## src/rtl/mac_rr_scheduler_pkg.sv

```systemverilog
// Shared definitions for the MAC round-robin scheduler.
//   - State encoding of the scheduler FSM (IDLE=0, STREAM=1, WAIT_RES=2, RESP=3).
//   - clog2(): width helper for requester indices and counters (never below 1).
package mac_rr_scheduler_pkg;

    localparam logic [1:0] ENC_IDLE     = 2'd0;
    localparam logic [1:0] ENC_STREAM   = 2'd1;
    localparam logic [1:0] ENC_WAIT_RES = 2'd2;
    localparam logic [1:0] ENC_RESP     = 2'd3;

    typedef enum logic [1:0] {
        ST_IDLE     = ENC_IDLE,
        ST_STREAM   = ENC_STREAM,
        ST_WAIT_RES = ENC_WAIT_RES,
        ST_RESP     = ENC_RESP
    } state_t;

    // Ceiling log2, clamped to 1 so a 1-bit index exists even for tiny counts.
    function automatic int clog2(input int value);
        int r;
        r = 0;
        for (int v = value - 1; v > 0; v = v >> 1) begin
            r = r + 1;
        end
        return (r < 1) ? 1 : r;
    endfunction

endpackage

```

## src/rtl/mac_rr_scheduler_rr_arbiter.sv

```systemverilog
// Combinational rotating-priority arbiter.
//   i_req   : request vector, one bit per requester
//   i_ptr   : index of the highest-priority requester this round
//   o_grant : one-hot grant (all zero when nothing requests)
//   o_idx   : index of the granted requester (0 when nothing requests)
module mac_rr_scheduler_rr_arbiter
    import mac_rr_scheduler_pkg::*;
#(
    parameter int N  = 4,
    parameter int IW = clog2(N)
) (
    input  logic [N-1:0]  i_req,
    input  logic [IW-1:0] i_ptr,
    output logic [N-1:0]  o_grant,
    output logic [IW-1:0] o_idx
);

    logic w_found;

    // Walk the requesters starting at i_ptr and wrapping; first hit wins.
    always_comb begin
        o_grant = '0;
        o_idx   = '0;
        w_found = 1'b0;
        for (int i = 0; i < N; i++) begin
            int j;
            logic [IW-1:0] jj;
            j = int'(i_ptr) + i;
            if (j >= N) j = j - N;
            jj = IW'(j);
            if (!w_found && i_req[jj]) begin
                o_grant[jj] = 1'b1;
                o_idx       = jj;
                w_found     = 1'b1;
            end
        end
    end

endmodule

```

## src/rtl/mac_rr_scheduler.sv

```systemverilog
// Packet-granular round-robin scheduler in front of a single shared MAC.
// Ports:
//   clock, rstn                   : clock (rising edge), async active-low reset
//   req_valid/last/a/b, req_ready : per-requester beat streams (slice i = requester i)
//   mac_valid/last/a/b, mac_ready : beat stream to the MAC (combinational from owner)
//   mac_res_valid/res/ovf         : MAC result pulse, only honoured in WAIT_RES
//   res_valid/ready/data/id/len/err : registered result returned to the owner
//   busy                          : scheduler not idle
//   dbg_state                     : current FSM state encoding
// Handshake: a transfer happens on any cycle where valid && ready are both high;
// valid never depends on ready, and the result payload holds until accepted.
module mac_rr_scheduler
    import mac_rr_scheduler_pkg::*;
#(
    parameter int NUM_REQ = 4,
    parameter int A_W     = 14,
    parameter int B_W     = 14,
    parameter int RES_W   = 28,
    parameter int LEN_W   = 16,
    parameter int TIMEOUT = 1024
) (
    input  logic                        clock,
    input  logic                        rstn,
    input  logic [NUM_REQ-1:0]          req_valid,
    input  logic [NUM_REQ-1:0]          req_last,
    input  logic [NUM_REQ*A_W-1:0]      req_a,
    input  logic [NUM_REQ*B_W-1:0]      req_b,
    output logic [NUM_REQ-1:0]          req_ready,
    output logic                        mac_valid,
    output logic                        mac_last,
    output logic [A_W-1:0]              mac_a,
    output logic [B_W-1:0]              mac_b,
    input  logic                        mac_ready,
    input  logic                        mac_res_valid,
    input  logic [RES_W-1:0]            mac_res,
    input  logic                        mac_ovf,
    output logic                        res_valid,
    input  logic                        res_ready,
    output logic [RES_W-1:0]            res_data,
    output logic [clog2(NUM_REQ)-1:0]   res_id,
    output logic [LEN_W-1:0]            res_len,
    output logic                        res_err,
    output logic                        busy,
    output logic [1:0]                  dbg_state
);

    localparam int ID_W = clog2(NUM_REQ);
    localparam int TO_W = clog2(TIMEOUT);
    localparam logic [TO_W-1:0] TO_MAX = TO_W'(TIMEOUT - 1);

    state_t             r_state;
    logic [ID_W-1:0]    r_ptr;
    logic [ID_W-1:0]    r_owner;
    logic [LEN_W-1:0]   r_beat_cnt;
    logic [TO_W-1:0]    r_to_cnt;
    logic [RES_W-1:0]   r_res_data;
    logic               r_res_err;

    logic [NUM_REQ-1:0] w_grant;
    logic [ID_W-1:0]    w_idx;
    logic               w_any;
    logic               w_stream;
    logic               w_own_valid;
    logic               w_own_last;
    logic               w_beat_acc;

    mac_rr_scheduler_rr_arbiter #(
        .N  (NUM_REQ),
        .IW (ID_W)
    ) u_arb (
        .i_req   (req_valid),
        .i_ptr   (r_ptr),
        .o_grant (w_grant),
        .o_idx   (w_idx)
    );

    assign w_any       = |w_grant;
    assign w_stream    = (r_state == ST_STREAM);
    assign w_own_valid = req_valid[r_owner];
    assign w_own_last  = req_last[r_owner];

    // Beat path is a plain mux on the locked owner; zero outside STREAM.
    assign mac_valid  = w_stream & w_own_valid;
    assign mac_last   = w_stream & w_own_last;
    assign mac_a      = w_stream ? req_a[int'(r_owner)*A_W +: A_W] : '0;
    assign mac_b      = w_stream ? req_b[int'(r_owner)*B_W +: B_W] : '0;
    assign w_beat_acc = mac_valid & mac_ready;

    always_comb begin
        req_ready = '0;
        if (w_stream) req_ready[r_owner] = mac_ready;
    end

    always_ff @(posedge clock or negedge rstn) begin
        if (!rstn) begin
            r_state    <= ST_IDLE;
            r_ptr      <= '0;
            r_owner    <= '0;
            r_beat_cnt <= '0;
            r_to_cnt   <= '0;
            r_res_data <= '0;
            r_res_err  <= 1'b0;
        end else begin
            case (r_state)
                ST_IDLE: begin
                    if (w_any) begin
                        r_owner <= w_idx;
                        r_state <= ST_STREAM;
                    end
                end
                ST_STREAM: begin
                    if (w_beat_acc) begin
                        if (r_beat_cnt != '1) r_beat_cnt <= r_beat_cnt + LEN_W'(1);
                        if (w_own_last) begin
                            r_to_cnt <= '0;
                            r_state  <= ST_WAIT_RES;
                        end
                    end
                end
                ST_WAIT_RES: begin
                    // A result on the final timeout cycle still wins.
                    if (mac_res_valid) begin
                        r_res_data <= mac_res;
                        r_res_err  <= mac_ovf;
                        r_state    <= ST_RESP;
                    end else if (r_to_cnt == TO_MAX) begin
                        r_res_data <= '0;
                        r_res_err  <= 1'b1;
                        r_state    <= ST_RESP;
                    end else begin
                        r_to_cnt <= r_to_cnt + TO_W'(1);
                    end
                end
                ST_RESP: begin
                    if (res_ready) begin
                        // The requester just served drops to lowest priority.
                        r_ptr      <= (r_owner == ID_W'(NUM_REQ - 1)) ? '0 : r_owner + ID_W'(1);
                        r_beat_cnt <= '0;
                        r_to_cnt   <= '0;
                        r_state    <= ST_IDLE;
                    end
                end
                default: r_state <= ST_IDLE;
            endcase
        end
    end

    assign res_valid = (r_state == ST_RESP);
    assign res_data  = r_res_data;
    assign res_id    = r_owner;
    assign res_len   = r_beat_cnt;
    assign res_err   = r_res_err;
    assign busy      = (r_state != ST_IDLE);
    assign dbg_state = r_state;

endmodule

```

## config.mk

```make
export PLATFORM = sky130hd
export DESIGN_NAME = mac_rr_scheduler
export DESIGN_NICKNAME = d
export VERILOG_FILES = /design/src/rtl/mac_rr_scheduler_pkg.sv /design/src/rtl/mac_rr_scheduler_rr_arbiter.sv /design/src/rtl/mac_rr_scheduler.sv
export SDC_FILE = /design/constraint.sdc
export NUM_CORES = 1
export LEC_CHECK = 0
export ABC_AREA = 1
export CAP_MARGIN = 20
export CORE_ASPECT_RATIO = 1.5
export CORE_MARGIN = 10
export CORE_UTILIZATION = 44
export DETAILED_ROUTE_END_ITERATION = 16
export PLACE_DENSITY = 0.95
export REMOVE_ABC_BUFFERS = 1
export SYNTH_ARGS = -nofsm -noshare
export SYNTH_HDL_FRONTEND = slang
export SYNTH_HIERARCHICAL = 1
export SYNTH_SLANG_ARGS = --single-unit
```

## constraint.sdc

```tcl
create_clock -name clock -period 3.9 [get_ports clock]
set_clock_uncertainty 0.1 [all_clocks]
set_input_delay 0.78 -clock clock [delete_from_list [all_inputs] [get_ports clock]]
set_output_delay 0.78 -clock clock [all_outputs]
set_load 0.05 [all_outputs]
```

==> results of run 1 <==
## worst max path at each step
stage | start | end | cells past startpoint
2_1_floorplan | res_id[0] | mac_a[0] | 4
3_3_place_gp | mac_ready | req_ready[3] | 4
3_5_place_dp | mac_ready | req_ready[1] | 4
4_1_cts | dbg_state[1] | req_ready[1] | 5
5_1_grt | dbg_state[1] | req_ready[1] | 5
6_report | dbg_state[1] | req_ready[1] | 5
## per-stage QoR
stage	instance area, um2	power [W]	instances
4_1_cts	7730	0.00644	1081
2_1_floorplan	4580	0.00387	675
6_report	7740	0.00642	1083
5_1_grt	7740	0.00682	1082
3_3_place_gp	7430	0.00549	1065
3_5_place_dp	7430	0.00559	1065
## cell families (layout without fill, tap and decap cells)
logic type	Yosys count	after routing	synth area share
AO/OA/AOI/OAI	135	135	0.173
XOR/XNOR	11	11	0.0203
adder cells (fa/ha/maj)	15	15	0.0395
buffers and inverters	81	310	0.0748
flip-flops	61	61	0.321
multiplexers	1	1	0.00237
other	0	2	0
AND/OR/NAND/NOR	404	404	0.368
## Yosys cell counts, drive strengths merged
library cell  count
nor2            173
nand2           168
dfrtp            61
o21ai            59
inv              47
nand3            44
a21oi            42
a22o             28
buf              17
clkbuf           16
ha               15
nand4            12
xor2             10
a21boi            4
nor3b             3
and2              2
clkinv            1
mux2              1
nor3              1
o21bai            1
o31ai             1
or2               1
xnor2             1
## power groups by stage
stage,registers (W),clock network (W),logic [W]
after floorplan,0.00169,0,0.00218
after global placement,0.00101,0,0.00448
after detailed placement,0.00104,0,0.00456
after CTS,0.00104,0.000811,0.00459
after global routing,0.00107,0.000847,0.00490
final,0.00104,0.000801,0.00458
## sequential cells by signal, summed over array words and instances (netlist names)
register / count
r_ptr: 2
dbg_state: 2
res_len: 16
r_to_cnt: 10
res_id: 2
res_err: 1
res_data: 28
## per-layer routing
metal | global-route usage | vias up
met5 | 0 | -
met1 | 0.242 | 2668
met3 | 0.0946 | 41
met4 | 0.105 | 0
li1 | - | 2757
met2 | 0.445 | 320
## area by class of cell
type	instances	area, um2
fillers	781	2850
well taps	144	180
multi-input cells	566	2870
clock buffers	11	243
flip-flops and latches	61	1530
repair buffers	246	2670
diodes	2	5.00
inverters	48	185
clock inverters	5	60.1
## worst register-to-register path, delay by kind of cell, from the launching register on
kind | cells | cell delay, ns
simple gates | 9 | 0.94
flops | 1 | 0.55
buf+inv | 4 | 0.43
fa+ha+maj | 1 | 0.41
compound gates | 1 | 0.12
==> load_flow_metrics.sql, run 1 <==
INSERT INTO impl_metrics (metric_group, metric, value, unit) VALUES
('synthesis', 'synth_cell_type_count', '37', ''),
('grt', 'grt_antenna_before_repair', '2', ''),
('place', 'detailedPlace.worstSlack', '0.579', 'ns'),
('grt', 'grt_first_pass_wirelength', '30.9', 'mm'),
('die', 'core_area', '10600', 'um2'),
('route', 'dr_wl_met3', '2.08', 'mm'),
('place', 'dp_hpwl', '14.8', 'mm'),
('worst_setup_path', 'rrSetupSlack', '1.25', 'ns'),
('cts', 'cts_hold_buffers', '0', ''),
('worst_setup_path', 'critPathTopFamily', 'buffers and inverters', ''),
('final_layout', 'fin_nets', '1101', ''),
('worst_hold_path', 'worstHoldPathCells', '1', ''),
('timing', 'timing.max_slew.rel_slack', '0.516', ''),
('cts', 'cts_tree', 'built', ''),
('pwr', 'pwr-share-seq', '0.162', ''),
('synthesis', 'synth_cells', '708', ''),
('final_layout', 'syn_to_final_growth', '63.0', '%'),
('synthesis', 'synth.yosys.seq_area_share', '0.321', ''),
('timing', 'timing_max_transition_violations_final', '0', ''),
('die', 'top_level_ports', '239', ''),
('final_layout', 'drive_above_1_share', '0.107', ''),
('route', 'wire_per_inst', '18.1', 'um'),
('cts', 'post_cts_setup_bufs', '0', ''),
('synthesis', 'syn_area_per_cell', '6.71', 'um2'),
('timing', 'max_freq', '0.294', 'GHz'),
('die', 'die_x', '105', 'um'),
('pwr', 'clock_network_fraction_of_total_power', '0.125', ''),
('timing', 'setup_viol_count_final', '0', ''),
('route', 'm1WireLength', '6.74', 'mm'),
('die', 'die_height', '147', 'um'),
('synthesis', 'yosysWarnings', '6', ''),
('grt', 'groute.usage.overall', '0.246', ''),
('die', 'floorplan.rows', '46', ''),
('pwr', 'power.static_leakage', '3.47', 'nW'),
('pwr', 'share_comb_of_total_power', '0.713', ''),
('place', 'placement.io_buffers', '238', ''),
('pwr', 'sw_power', '0.00345', 'W'),
('pwr', 'power.switching_fraction', '0.538', ''),
('cts', 'htree_levels', '3', ''),
('worst_setup_path', 'timing.critical_path.required', '3.02', 'ns'),
('worst_setup_path', 'start_kind', 'flop', ''),
('timing', 'final.setup.worst_slack', '0.495', 'ns'),
('route', 'vias_per_cell', '5.34', ''),
('worst_setup_path', 'worst_path_max_delay_cell', 'sky130_fd_sc_hd__clkdlybuf4s50_1', ''),
('pwr', 'cellInternalPower', '0.00297', 'W'),
('route', 'drt_drc_violations_left', '0', ''),
('timing', 'hold-worst-slack', '0.400', 'ns'),
('cts', 'clockBufferDepth', '2', ''),
('die', 'die-area', '15400', 'um2'),
('worst_setup_path', 'critical_path_peak_fanout', '9', ''),
('place', 'place.gp.congestion', '0.873', ''),
('die', 'initial_core_util', '0.448', ''),
('worst_hold_path', 'holdCritPathClass', 'reg2reg', ''),
('synthesis', 'synth_area_leader_cell', 'sky130_fd_sc_hd__dfrtp_1', ''),
('timing', 'rsz0062_at_grt', 'no', ''),
('worst_setup_path', 'worst_r2r_path_depth', '15', ''),
('timing', 'timing_hold_violations_final', '0', ''),
('worst_setup_path', 'timing.critical_path.to_type', 'output pin', ''),
('cts', 'cts_made_buffers', '9', ''),
('cts', 'cts.sink_count', '61', ''),
('grt', 'number_of_global_route_vias_before_repair', '5935', ''),
('worst_setup_path', 'timing.rr.end', 'dbg_state[0]', ''),
('pwr', 'vdd.ir_drop.worst', '438', 'uV'),
('outcome', 'run_status', 'completed', ''),
('worst_setup_path', 'critical_path.cell_chain', 'inv_1 -> ha_1 -> nand2_1 -> nor2_1 -> clkdlybuf4s50_1', ''),
('route', 'maxUsedRoutingLayer', 'met4', ''),
('grt', 'grt.overflow.total', '0', ''),
('job', 'cap_viol_max_count', '0', ''),
('timing', 'worst_slew_pin_slew', '0.727', 'ns'),
('synthesis', 'synth_seq_cells', '61', ''),
('synthesis', 'syn_std_cell_area', '4750', 'um2');
Note: power is estimated with default switching activity, not from simulation.
==> inputs of run 2 (changes only) <==
--- a/config.mk
+++ b/config.mk
@@ -6,7 +6,6 @@
 export NUM_CORES = 1
 export LEC_CHECK = 0
 export ABC_AREA = 1
-export CAP_MARGIN = 20
 export CORE_ASPECT_RATIO = 1.5
 export CORE_MARGIN = 10
 export CORE_UTILIZATION = 44
==> results of run 2 <==
No change in the layout: final DEF, timing and power equal those of run 1.
